`src/rtl/mem_port_arbiter.sv`:
```
// Two-master round-robin arbiter for the shared memory port.
// One transaction in flight; the reply is steered back to the issuing master.
module mem_port_arbiter #(
  parameter int ADDR_WIDTH = 64,
  parameter int DATA_WIDTH = 64,
  parameter int MASK_WIDTH = DATA_WIDTH / 8
) (
  input  logic                    clk,
  input  logic                    rst,
  input  logic [1:0]              m_req_valid,
  output logic [1:0]              m_req_ready,
  input  logic [1:0]              m_req_wen,
  input  logic [2*ADDR_WIDTH-1:0] m_req_addr,
  input  logic [2*DATA_WIDTH-1:0] m_req_wdata,
  input  logic [2*MASK_WIDTH-1:0] m_req_wmask,
  output logic [1:0]              m_resp_valid,
  input  logic [1:0]              m_resp_ready,
  output logic [DATA_WIDTH-1:0]   m_resp_rdata,
  output logic                    mem_req_valid,
  input  logic                    mem_req_ready,
  output logic                    mem_req_wen,
  output logic [ADDR_WIDTH-1:0]   mem_req_addr,
  output logic [DATA_WIDTH-1:0]   mem_req_wdata,
  output logic [MASK_WIDTH-1:0]   mem_req_wmask,
  input  logic                    mem_resp_valid,
  output logic                    mem_resp_ready,
  input  logic [DATA_WIDTH-1:0]   mem_resp_rdata,
  output logic                    owner
);

  typedef enum logic [1:0] {
    IDLE,
    REQ,
    RESP
  } state_t;

  state_t state;
  logic   last;

  logic                  sel_valid;
  logic                  sel_wen;
  logic                  sel_resp_ready;
  logic [ADDR_WIDTH-1:0] sel_addr;
  logic [DATA_WIDTH-1:0] sel_wdata;
  logic [MASK_WIDTH-1:0] sel_wmask;
  logic                  in_req;
  logic                  in_resp;

  assign sel_valid      = m_req_valid[owner];
  assign sel_wen        = m_req_wen[owner];
  assign sel_resp_ready = m_resp_ready[owner];
  assign sel_addr  = owner ? m_req_addr[2*ADDR_WIDTH-1:ADDR_WIDTH]
                           : m_req_addr[ADDR_WIDTH-1:0];
  assign sel_wdata = owner ? m_req_wdata[2*DATA_WIDTH-1:DATA_WIDTH]
                           : m_req_wdata[DATA_WIDTH-1:0];
  assign sel_wmask = owner ? m_req_wmask[2*MASK_WIDTH-1:MASK_WIDTH]
                           : m_req_wmask[MASK_WIDTH-1:0];

  assign in_req  = (state == REQ);
  assign in_resp = (state == RESP);

  // Grant is decided in IDLE and registered; REQ/RESP only follow owner.
  always_ff @(posedge clk or posedge rst) begin
    if (rst) begin
      state <= IDLE;
      owner <= 1'b0;
      last  <= 1'b0;
    end else begin
      unique case (state)
        IDLE: begin
          if (|m_req_valid) begin
            owner <= (&m_req_valid) ? ~last : m_req_valid[1];
            state <= REQ;
          end
        end
        REQ: begin
          if (!sel_valid) begin
            state <= IDLE;
          end else if (mem_req_ready) begin
            state <= RESP;
          end
        end
        RESP: begin
          if (mem_resp_valid && sel_resp_ready) begin
            last  <= owner;
            state <= IDLE;
          end
        end
        default: state <= IDLE;
      endcase
    end
  end

  always_comb begin
    m_req_ready    = 2'b00;
    m_resp_valid   = 2'b00;
    m_resp_rdata   = '0;
    mem_req_valid  = 1'b0;
    mem_req_wen    = 1'b0;
    mem_req_addr   = '0;
    mem_req_wdata  = '0;
    mem_req_wmask  = '0;
    mem_resp_ready = 1'b0;
    if (in_req) begin
      mem_req_valid      = sel_valid;
      mem_req_wen        = sel_wen;
      mem_req_addr       = sel_addr;
      mem_req_wdata      = sel_wdata;
      mem_req_wmask      = sel_wmask;
      m_req_ready[owner] = mem_req_ready;
    end
    if (in_resp) begin
      m_resp_valid[owner] = mem_resp_valid;
      m_resp_rdata        = mem_resp_rdata;
      mem_resp_ready      = sel_resp_ready;
    end
  end

endmodule

```
`config.mk`:
```
export PLATFORM = sky130hd
export DESIGN_NAME = mem_port_arbiter
export DESIGN_NICKNAME = d
export VERILOG_FILES = /design/src/rtl/mem_port_arbiter.sv
export SDC_FILE = /design/constraint.sdc
export NUM_CORES = 1
export LEC_CHECK = 0
export BUFFER_PORTS_ARGS = -buffer_cell sky130_fd_sc_hd__buf_2
export CELL_PAD_IN_SITES_DETAIL_PLACEMENT = 0
export CELL_PAD_IN_SITES_GLOBAL_PLACEMENT = 1
export CORE_AREA = 4 4 214 216
export CTS_BUF_LIST = sky130_fd_sc_hd__clkbuf_16
export CTS_CLUSTER_SIZE = 25
export DETAILED_ROUTE_END_ITERATION = 10
export DIE_AREA = 0 0 218 220
export PLACE_DENSITY = 0.52
export SYNTH_ARGS = -nofsm -noshare
export SYNTH_HDL_FRONTEND = slang
export SYNTH_SLANG_ARGS = --single-unit
```
`constraint.sdc`:
```
create_clock -name clk -period 1.6 [get_ports clk]
set_clock_uncertainty 0.1 [all_clocks]
set_input_delay 0.32 -clock clk [delete_from_list [all_inputs] [get_ports clk]]
set_output_delay 0.32 -clock clk [all_outputs]
set_load 0.05 [all_outputs]
```
# Word-level counts from Yosys, hierarchy flattened
# Cells that the tools add are included.
[totals]
mem_count = 0
rom_bits = 0
mem_bits_rw = 0
word_cells = 47
output_inout_bits = 208
input_bits = 346
ff_bits = 4
latch_bits = 0
[op_classes]
n_shift = 0
n_eq_ne = 5
muxes = 26
n_lt_le_gt_ge = 2
n_addsub = 0
n_div = 0
n_reduce_logical = 8
mul = 0
n_bitwise = 3
[op_table]
columns = ["operator", "n"]
rows = [
  ["two-way mux 64 bit", 5],
  ["two-way mux 8 bit", 2],
  ["two-way mux 2 bit", 6],
  ["two-way mux 1 bit", 11],
  ["case mux 2 bit (3 select lines)", 1],
  ["AND reduction 2 bit", 3],
  ["bitwise AND 2 bit", 2],
  ["inequality test 3 bit (second input constant)", 1],
  ["AND reduction 3 bit", 1],
  ["equality test 2 x 1 -> 1 bit (second input constant)", 1],
  ["equality test 2 bit (second input constant)", 1],
  ["logical AND 1 bit", 2],
  ["zero test 2 bit", 1],
  ["< comparator 1 x 2 -> 1 bit (second input constant)", 1],
  ["inequality test 2 x 1 -> 1 bit (second input constant)", 1],
  ["inequality test 2 bit (second input constant)", 1],
  ["OR reduction 2 bit", 1],
  ["demux 1 bit (select 1 bit)", 1],
  ["greater-or-equal comparator 1 bit (second input constant)", 1],
  ["NOT 1 bit", 1],
]

# Depth between registers and ports, before layout
[logic_depth]
ltp_word = 6
mapped_depth = 5
depth_no_buf = 3

# Worst setup path before layout
# No wires, ideal clock.
[synth_path]
kind = "flip-flop to output port"
start = "reg owner"
end = "out mem_req_addr[0]"
setup_slack_ns = -0.722
stages_incl_launch_ff = 6
n_path_buf = 3
required_ns = 1.180
t_arrival_ns = 1.902
cell_sequence = "dfrtp_1 buf_4 buf_8 buf_8 mux2i_1 nor2_1"
[synth_between]
elab_chain_cells = 2
[synth_rtl]
columns = ["item", "line_no", "rtl"]
rows = [
  ["start, declared", "28", "output logic owner"],
  ["start signal, assigned", "72", "owner <= (&m_req_valid) ? ~last : m_req_valid[1];"],
  ["two-way mux 64 bit", "52", "assign sel_addr = owner ? m_req_addr[2*ADDR_WIDTH-1:ADDR_WIDTH]"],
  ["two-way mux 64 bit", "104", "if (in_req) begin"],
  ["end, declared", "22", "output logic [ADDR_WIDTH-1:0] mem_req_addr,"],
]
# Every way passes these cells.

# Worst setup path after layout
[layout_path]
start = "reg owner"
end = "out mem_req_addr[32]"
# Same word-level chain as after synthesis.

==> metrics <==
Num CTS Buffers=3; RSZ-0062 raised after global routing=true; commonest non-fill, non-tap cell in the layout=buf_2; Tot Pwr=25500 uW; Starting Density=6.42%; H-tree levels=1; initial detailed-routing violation count=121; status=finished, violations left; sequential share of the synthesized area=3.55%; final setup slack of the worst path=-0.509 ns; Crit path required time=1.18 ns; Design Area, Final=11300 um^2; leading cell types in the layout, fill and taps excluded=buf_2 (364), nor2_4 (117), buf_8 (83); synth unique cells=20; clk sink count=4; Final Critical Period=2.11 ns; GRT Util Overall=10.4%; syn avg cell area=6.91 um^2; Core Rows=77; Max Cap Violations=0; Net Count, Synth=754; initial antenna violation count=18; startpoint types=register; Gate Count Post-Synth=408; NumNets Final=1381; CP Launch Point=owner$_DFFE_PP0P_; largest net degree at the start of global routing=26; Skew-Pair Late Insertion Delay=0.22 ns; Max Root-Sink Buffers=2; final worst-path cycle share=132%; CP max FO=6; ANT nets after route=0; VDD IR-drop max=896 uV; chip height=220 um; slew of the pin with the lowest slew margin=0.226 ns; CTS tree=done; vias in the first global route=5930; die area=48000 um^2; gpl congestion=0.757; final setup vio count=210; Finished Core Util=25.7%; DP Wirelength=23400 um; worst reg2reg path startpoint=owner$_DFFE_PP0P_; final wirelength=29700 um; core region area=43900 um^2; critical path type=register to output pin; Place WS=-0.340 ns; failing checks=setup timing; Final Hold Viols=0; GRT overflow=0; Leakage=0.00499 uW; hold crit path type=primary input to register; Cell Area, Synth=2820 um^2; Max Fclk=0.474 GHz; Avg WL per Cell=18.2 um; vias=5643; number of synthesized register bits=4; placed cell area=8130 um^2; Via density=3.46; share of layout cells above drive strength 1=93.3%; I/O pin cnt=554; DRC viols=0; Syn-to-layout area delta=300%; first-pass GRT wire length=37600 um; CTS root buf=clkbuf_16; clock-pin slew on the worst setup and hold paths=0.03 ns; Final Max Slew Viols=0; Worst Path Arrival=1.69 ns; Syn. warnings=0; Port Buffers=553; drt first pass iters=4; die width=218 um; HP Start=m_resp_ready[1]; P per Cell Area=2260 nW/um^2; slew margin rel.=84.7%; Critical Path End Type=output pin
-- worst paths after layout --
kind / depth (start not counted) / endpoint / slack [ns]
setup reg to reg: 7 / state[0]$_DFFE_PP0P_ / -0.21
hold reg to reg: 2 / last$_DFFE_PP0P_ / 0.46
min in group asynchronous: 3 / owner$_DFFE_PP0P_ / 0.48
hold / removal: 3 / last$_DFFE_PP0P_ / 0.28
max in group asynchronous: 3 / owner$_DFFE_PP0P_ / 0.72
setup / recovery: 6 / mem_req_addr[32] / -0.51
-- registers in the layout, summed over array words and instances (netlist names) --
signal,count
last,1
owner,1
state,2
-- layer usage --
| layer | vias to the layer above | global-route usage [%] | part of all wire [%] |
|---|---|---|---|
| met5 | - | 0 | 0 |
| met4 | 0 | 2.15 | 2.1 |
| met3 | 42 | 2.68 | 8.6 |
| met2 | 369 | 21.8 | 58 |
| met1 | 2598 | 10.0 | 31 |
| li1 | 2634 | - | - |
-- repair_timing --
action	4_1_cts	5_1_grt
gates cloned	8	9
endpoints found under the setup margin	210	210
pin swaps	12	54
hold buffers	1	0
setup buffers	19	7
hold endpoints to repair	4	0
resized for setup	342	353
-- report_power, final --
part | switching [uW] | internal (uW) | leakage (uW)
registers | 46.2 | 152 | 0.0000496
clock network | 79.2 | 323 | 0.0000423
logic | 13900 | 11000 | 0.00490
-- synth_stat cells (all sizes together) --
| master | number | share of area, % |
|---|---|---|
| a2bb2oi | 1 | 0.31 |
| a31oi | 1 | 0.22 |
| a32o | 1 | 0.36 |
| and2 | 64 | 14 |
| and3 | 2 | 0.44 |
| buf | 32 | 8.8 |
| clkbuf | 6 | 0.80 |
| dfrtp | 4 | 3.6 |
| inv | 3 | 0.40 |
| mux2i | 139 | 49 |
| nand2 | 4 | 0.53 |
| nand2b | 1 | 0.22 |
| nand3 | 1 | 0.18 |
| nor2 | 143 | 19 |
| nor2b | 3 | 0.93 |
| o21ai | 2 | 0.36 |
| o22a | 1 | 0.31 |
-- worst max-delay path, cell delays in order (launching register included) --
cell and delay (ns):
dfrtp_4 0.50, buf_4 0.17, clkbuf_16 0.18, buf_12 0.16, mux2i_4 0.19, nor2_4 0.10
buf_6 0.16
-- logic make-up after synthesis --
kind of cell           count (synthesis)  share of synthesized area, %
muxes                                139                          49.4
and+or+nand+nor                      218                          35.6
AOI/OAI and AO/OA                      6                          1.55
DFF                                    4                          3.55
buffers and inverters                 41                          9.99
-- area by class of cell --
| type | count | area, um^2 |
|---|---|---|
| well taps | 592 | 741 |
| flip-flops and latches | 4 | 104 |
| fillers | 4645 | 32700 |
| clock inverters | 1 | 3.75 |
| multi-input cells | 363 | 4490 |
| clock buffers | 3 | 75.1 |
| repair buffers | 660 | 5840 |
| diodes | 5 | 12.5 |
| inverters | 3 | 11.3 |
-- metrics by stage --
stage / hold slack, ns / instances / setup TNS, ns
2_1_floorplan: -0.0140 / 408 / -33.64
5_1_grt: 0.302 / 1630 / -93.63
3_3_place_gp: 0.151 / 1580 / -37.35
6_report: 0.281 / 1631 / -83.05
4_1_cts: 0.283 / 1612 / -85.40
3_5_place_dp: 0.146 / 1580 / -38.64
No activity file was read; power rests on OpenSTA's default activity.
